$ cat src/rtl/cacheline_adaptor_pkg.sv
// Shared LC-3b memory types plus the line/beat geometry used by the cache
// line adaptor.
package cacheline_adaptor_pkg;

    localparam int WORD_W_DEF = 16;
    localparam int WORDS_DEF  = 8;
    localparam int ADDR_W_DEF = 16;
    localparam int LINE_BEATS = 8;

    typedef logic [WORD_W_DEF-1:0]            lc3b_word;
    typedef logic [WORD_W_DEF*WORDS_DEF-1:0]  lc3b_data;
    typedef logic [2:0]                       lc3b_beat;

endpackage

$ cat src/rtl/cacheline_adaptor.sv
// Memory-side responder for the L1 line interface. Each line fill or
// writeback becomes a burst of word accesses on the wmem_* port. The burst
// walks the line's words in ascending order. Every beat waits for wmem_resp.
module cacheline_adaptor
    import cacheline_adaptor_pkg::*;
#(
    parameter int WORD_W = WORD_W_DEF,
    parameter int WORDS  = WORDS_DEF,
    parameter int ADDR_W = ADDR_W_DEF
) (
    input  logic                     clk,
    input  logic                     reset_n,
    input  logic                     pmem_read,
    input  logic                     pmem_write,
    input  logic [ADDR_W-1:0]        pmem_address,
    input  logic [WORD_W*WORDS-1:0]  pmem_wdata,
    output logic [WORD_W*WORDS-1:0]  pmem_rdata,
    output logic                     pmem_resp,
    output logic                     wmem_read,
    output logic                     wmem_write,
    output logic [ADDR_W-1:0]        wmem_address,
    output logic [WORD_W-1:0]        wmem_wdata,
    input  logic [WORD_W-1:0]        wmem_rdata,
    input  logic                     wmem_resp
);

    localparam int BEAT_W = $clog2(WORDS);
    localparam int BYTE_W = $clog2(WORD_W / 8);
    localparam int OFF_W  = BEAT_W + BYTE_W;
    localparam int TAG_W  = ADDR_W - OFF_W;
    localparam logic [BEAT_W-1:0] LAST_BEAT = BEAT_W'(WORDS - 1);

    typedef enum logic [1:0] {
        IDLE    = 2'd0,
        RD_BEAT = 2'd1,
        WR_BEAT = 2'd2,
        DONE    = 2'd3
    } state_e;

    state_e                        state_q, state_d;
    logic [BEAT_W-1:0]             beat_q, beat_d;
    logic [TAG_W-1:0]              tag_q, tag_d;
    // Holds the outgoing line on a writeback and assembles the incoming
    // words on a fill. pmem_rdata is kept separate so that it only changes
    // when a fill completes.
    logic [WORDS-1:0][WORD_W-1:0]  line_q, line_d;
    logic [WORD_W*WORDS-1:0]       rdata_q, rdata_d;

    // Byte and word offset bits of the line address are don't-care.
    logic unused_offset;
    assign unused_offset = ^pmem_address[OFF_W-1:0];

    // State, beat counter, and line/address latches. A reset mid-burst aborts
    // the burst immediately.
    always_ff @(posedge clk or negedge reset_n) begin
        if (!reset_n) begin
            state_q <= IDLE;
            beat_q  <= '0;
            tag_q   <= '0;
            line_q  <= '0;
            rdata_q <= '0;
        end else begin
            state_q <= state_d;
            beat_q  <= beat_d;
            tag_q   <= tag_d;
            line_q  <= line_d;
            rdata_q <= rdata_d;
        end
    end

    // Next state: accept requests with writeback priority, then step one beat
    // per wmem_resp. The counter wraps back to 0 on the final beat.
    always_comb begin
        state_d = state_q;
        beat_d  = beat_q;
        tag_d   = tag_q;
        line_d  = line_q;
        rdata_d = rdata_q;
        unique case (state_q)
            IDLE: begin
                if (pmem_write) begin
                    tag_d   = pmem_address[ADDR_W-1:OFF_W];
                    line_d  = pmem_wdata;
                    beat_d  = '0;
                    state_d = WR_BEAT;
                end else if (pmem_read) begin
                    tag_d   = pmem_address[ADDR_W-1:OFF_W];
                    beat_d  = '0;
                    state_d = RD_BEAT;
                end
            end
            RD_BEAT: begin
                if (wmem_resp) begin
                    line_d[beat_q] = wmem_rdata;
                    beat_d         = beat_q + BEAT_W'(1);
                    if (beat_q == LAST_BEAT) begin
                        rdata_d = line_d;
                        state_d = DONE;
                    end
                end
            end
            WR_BEAT: begin
                if (wmem_resp) begin
                    beat_d = beat_q + BEAT_W'(1);
                    if (beat_q == LAST_BEAT) begin
                        state_d = DONE;
                    end
                end
            end
            DONE: begin
                state_d = IDLE;
            end
            default: begin
                state_d = IDLE;
            end
        endcase
    end

    // Outputs decode from state. Strobes therefore fall together with the
    // asynchronous reset.
    always_comb begin
        pmem_resp    = (state_q == DONE);
        pmem_rdata   = rdata_q;
        wmem_read    = (state_q == RD_BEAT);
        wmem_write   = (state_q == WR_BEAT);
        wmem_address = {tag_q, beat_q, {BYTE_W{1'b0}}};
        wmem_wdata   = (state_q == WR_BEAT) ? line_q[beat_q] : '0;
    end

endmodule

$ cat config.mk
export PLATFORM = sky130hd
export DESIGN_NAME = cacheline_adaptor
export DESIGN_NICKNAME = d
export VERILOG_FILES = /design/src/rtl/cacheline_adaptor_pkg.sv /design/src/rtl/cacheline_adaptor.sv
export SDC_FILE = /design/constraint.sdc
export NUM_CORES = 1
export LEC_CHECK = 0
export CAP_MARGIN = 20
export CORE_MARGIN = 3
export CORE_UTILIZATION = 45
export CTS_CLUSTER_DIAMETER = 100
export CTS_CLUSTER_SIZE = 24
export DETAILED_ROUTE_END_ITERATION = 10
export HOLD_SLACK_MARGIN = 0.15
export PLACE_DENSITY_LB_ADDON = 0.15
export SYNTH_ARGS = -nofsm -noshare
export SYNTH_HDL_FRONTEND = slang
export SYNTH_SLANG_ARGS = --single-unit
$ cat constraint.sdc
create_clock -name clk -period 2.2 [get_ports clk]
set_input_delay 0.44 -clock clk [delete_from_list [all_inputs] [get_ports clk]]
set_output_delay 0.44 -clock clk [all_outputs]
set_load 0.02 [all_outputs]
==> flow_summary.yaml <==
global_routing:
  grt_use_total: 0.3231
  overflow: 0
  grt_pass1_vias: 13880
  grt_pass1_wl_mm: 88.62
  antenna_found_initial: 1
  grt_max_degree: 150
yosys:
  synth-compound-area-share: 0.2993
  yosysWarnings: 0
  yosysUniqueCellTypes: 42
  synth_top_area_cell: "dfrtp_1"
  synth_cells: 1545
  ys.flop_type: "dfrtp_1"
  ys_top_cells_by_area: "dfrtp_1 46%, o22ai_1 11%, mux2i_1 11%, o22a_1 7.4%, a21oi_1 4.3%"
  synth_top_family_by_area: "compound AO/OA/AOI/OAI gates"
  synth-xor-area-share: 0
  synth-edff-count: 0
  synth.top_cell.area_share: 0.4560
  muxShareOfSynthArea: 0.1251
  synth_nets: 1718
  synth.avg_cell_area_sq_um: 9.697
  seq_area_frac_synth: 0.4560
  synth-async-reset-ratio: 1.000
  yosys.area_share.simple: 0.05704
  synthAdderAreaFrac: 0.006681
  syn_area_sq_um: 14980
  synth-seq-cells: 273
sta:
  final_hold_viol_count: 0
  whs_ns: 0.4106
  slew_headroom: 0.5627
  rsz0062_at_grt: "yes"
  fin_crit_ns: 2.656
  period_share: 1.207
  final_max_slew_viol_count: 0
  tightest_slew_ns: 0.6559
  fin_ws_ns: -0.4561
  final.setup_skew_ns: 0.02150
  fmax_mhz: 376.5
  setup_violations: 49
setup_path:
  crit_path_cell_trace: "buf_6 > buf_6 > mux2_4 > a222oi_1 > a21boi_1 > buf_4"
  worst-setup-path-type: "reg2out"
  startpoint_type: "register"
  slowest_delay_ns: 0.48
  worstPathArrival_ns: 2.22
  required_ns: 1.76
  critical-path-top-delay-family: "flip-flops"
  endpoint_kind: "output pin"
  crit_top_cell: "buf_6"
  critPathSlowestCell: "dfrtp_2"
  crit_fanout: 6
  worst-path-buf-inv: 3
status:
  failed_checks: "negative setup slack"
  status: "finished with violations"
placement:
  globalplace.congestion: 0.9544
  hpwl_mm: 42.18
  port_buffers: 322
route:
  drt_iter0_drc: 1845
  postRouteAntennaNets: 0
  dr.pass1.iters: 6
  wl_per_cell_um: 26.45
  post-route-drc-count: 0
  drt_wl_total_mm: 62.16
  post_drt_via_cell_ratio: 6.351
  num_vias: 14920
die:
  dieArea_sq_um: 35520
  initial_core_util: 0.4581
  die_x_um: 188.5
  core_sq_um: 32700
  io_pins: 328
  num_rows: 66
  die_height_um: 188.5
final_layout:
  fillCellCount: 2737
  multi_input_area_sq_um: 7650
  syn_to_final_growth_pct: 39.84
  layout-drive-gt1-share: 0.1620
  seqCellArea_sq_um: 6835
  nets: 2078
  finish.utilization: 0.6406
  final_common_cell: "clkdlybuf4s50_1"
  layout_common_cells: "299 x clkdlybuf4s50_1, 270 x dfrtp_1, 264 x o22ai_1"
cts:
  cts_buffer_depth: 3
  clock-sinks: 273
  clk_latency_ns: 0.52
  clk_pin_slew_ns: 0.11
  cts_tree: "built"
  htreeDepth: 1
  clockRootBuffer: "clkbuf_16"
  cts_buffers: 15
run:
  maxCapViolations: 0
min_path:
  hold_class: "in2async"
power_and_ir_drop:
  finalPower_mw: 28.89
  ir_drop_mv: 1.056
  leakagePower_nw: 8.266
  powerDensity_nw_per_um2: 1379
## state kept, by name, indices dropped and copies added (netlist names)
| register | flops |
|---|---|
| pmem_rdata | 128 |
| line_q | 128 |
| beat_q | 3 |
| state_q | 2 |
| tag_q | 12 |
## synth_stat cells, types with 4 or more instances
library cell and count:
nand3_1 7, o22a_1 127, buf_4 22, nand2_1 141, o22ai_1 271, buf_1 6, mux2i_1 167, buf_2 60
o21ai_1 93, o21a_1 5, a22oi_1 15, inv_1 8, o31a_1 4, nand3b_1 4, nor2_1 14, clkbuf_1 84
ha_1 8, mux2_2 15, dfrtp_1 273, o21ai_0 43, nand3_2 5, a21boi_1 7, nand2b_1 5, a21oi_1 130
## worst paths after layout
kind	startpoint	to	slack, ns	cells past startpoint
max reg2reg	beat_q[0]	pmem_rdata[49]	-0.08	11
min in group clk	pmem_rdata[65]	pmem_rdata[65]	0.49	2
max in group asynchronous	reset_n	line_q[84]	1.05	3
max	beat_q[0]	wmem_wdata[11]	-0.46	6
min reg2reg	pmem_rdata[65]	pmem_rdata[65]	0.49	2
min	reset_n	pmem_rdata[20]	0.41	2
## cells by family (layout without fill, tap and decap cells)
| logic type | Yosys count | in the layout |
|---|---|---|
| compound gates | 707 | 707 |
| flops | 273 | 273 |
| simple gates | 191 | 191 |
| mux | 185 | 185 |
| buf+inv | 180 | 542 |
| fa+ha+maj | 8 | 8 |
| other cells | 1 | 2 |
## per-stage QoR
stage	setup slack, ns	instance area (sq um)	TNS (ns)	instances
after CTS	-0.4660	20330	-5.756	2326
final	-0.4561	20950	-6.811	2350
after floorplan	0.03856	14980	0	1545
after global placement	-0.3513	19590	-3.010	2291
after global routing	-0.5207	20950	-10.74	2350
after detailed placement	-0.3494	19590	-3.144	2291
## routing by layer
metal / track usage / share of wire / routed length, um
met5: 0 / 0 / 0
met1: 0.4621 / 0.42 / 25910
met4: 0.09338 / 0.040 / 2484
met2: 0.5125 / 0.46 / 28330
met3: 0.04930 / 0.087 / 5436
## repair_timing
item	CTS	global route
pin swaps	19	19
hold endpoints to repair	34	0
gates resized for setup	121	52
buffers inserted	17	11
cloned	0	14
hold buffers	1	0
endpoints found under the setup margin	30	163
## where the power goes
group	switching, mW	internal (mW)
Combinational	8.74	8.20
Clock	1.75	1.27
Sequential	2.33	6.61
## final cells by class
class / count / area share
diodes: 1 / 0.0001194
flip-flops and latches: 273 / 0.3263
multi-input cells: 1092 / 0.3651
clock inverters: 2 / 0.0008958
clock buffers: 17 / 0.01828
inverters: 8 / 0.001433
repair buffers: 515 / 0.2615
well taps: 442 / 0.02640
Power figures use the tool's default switching activity.
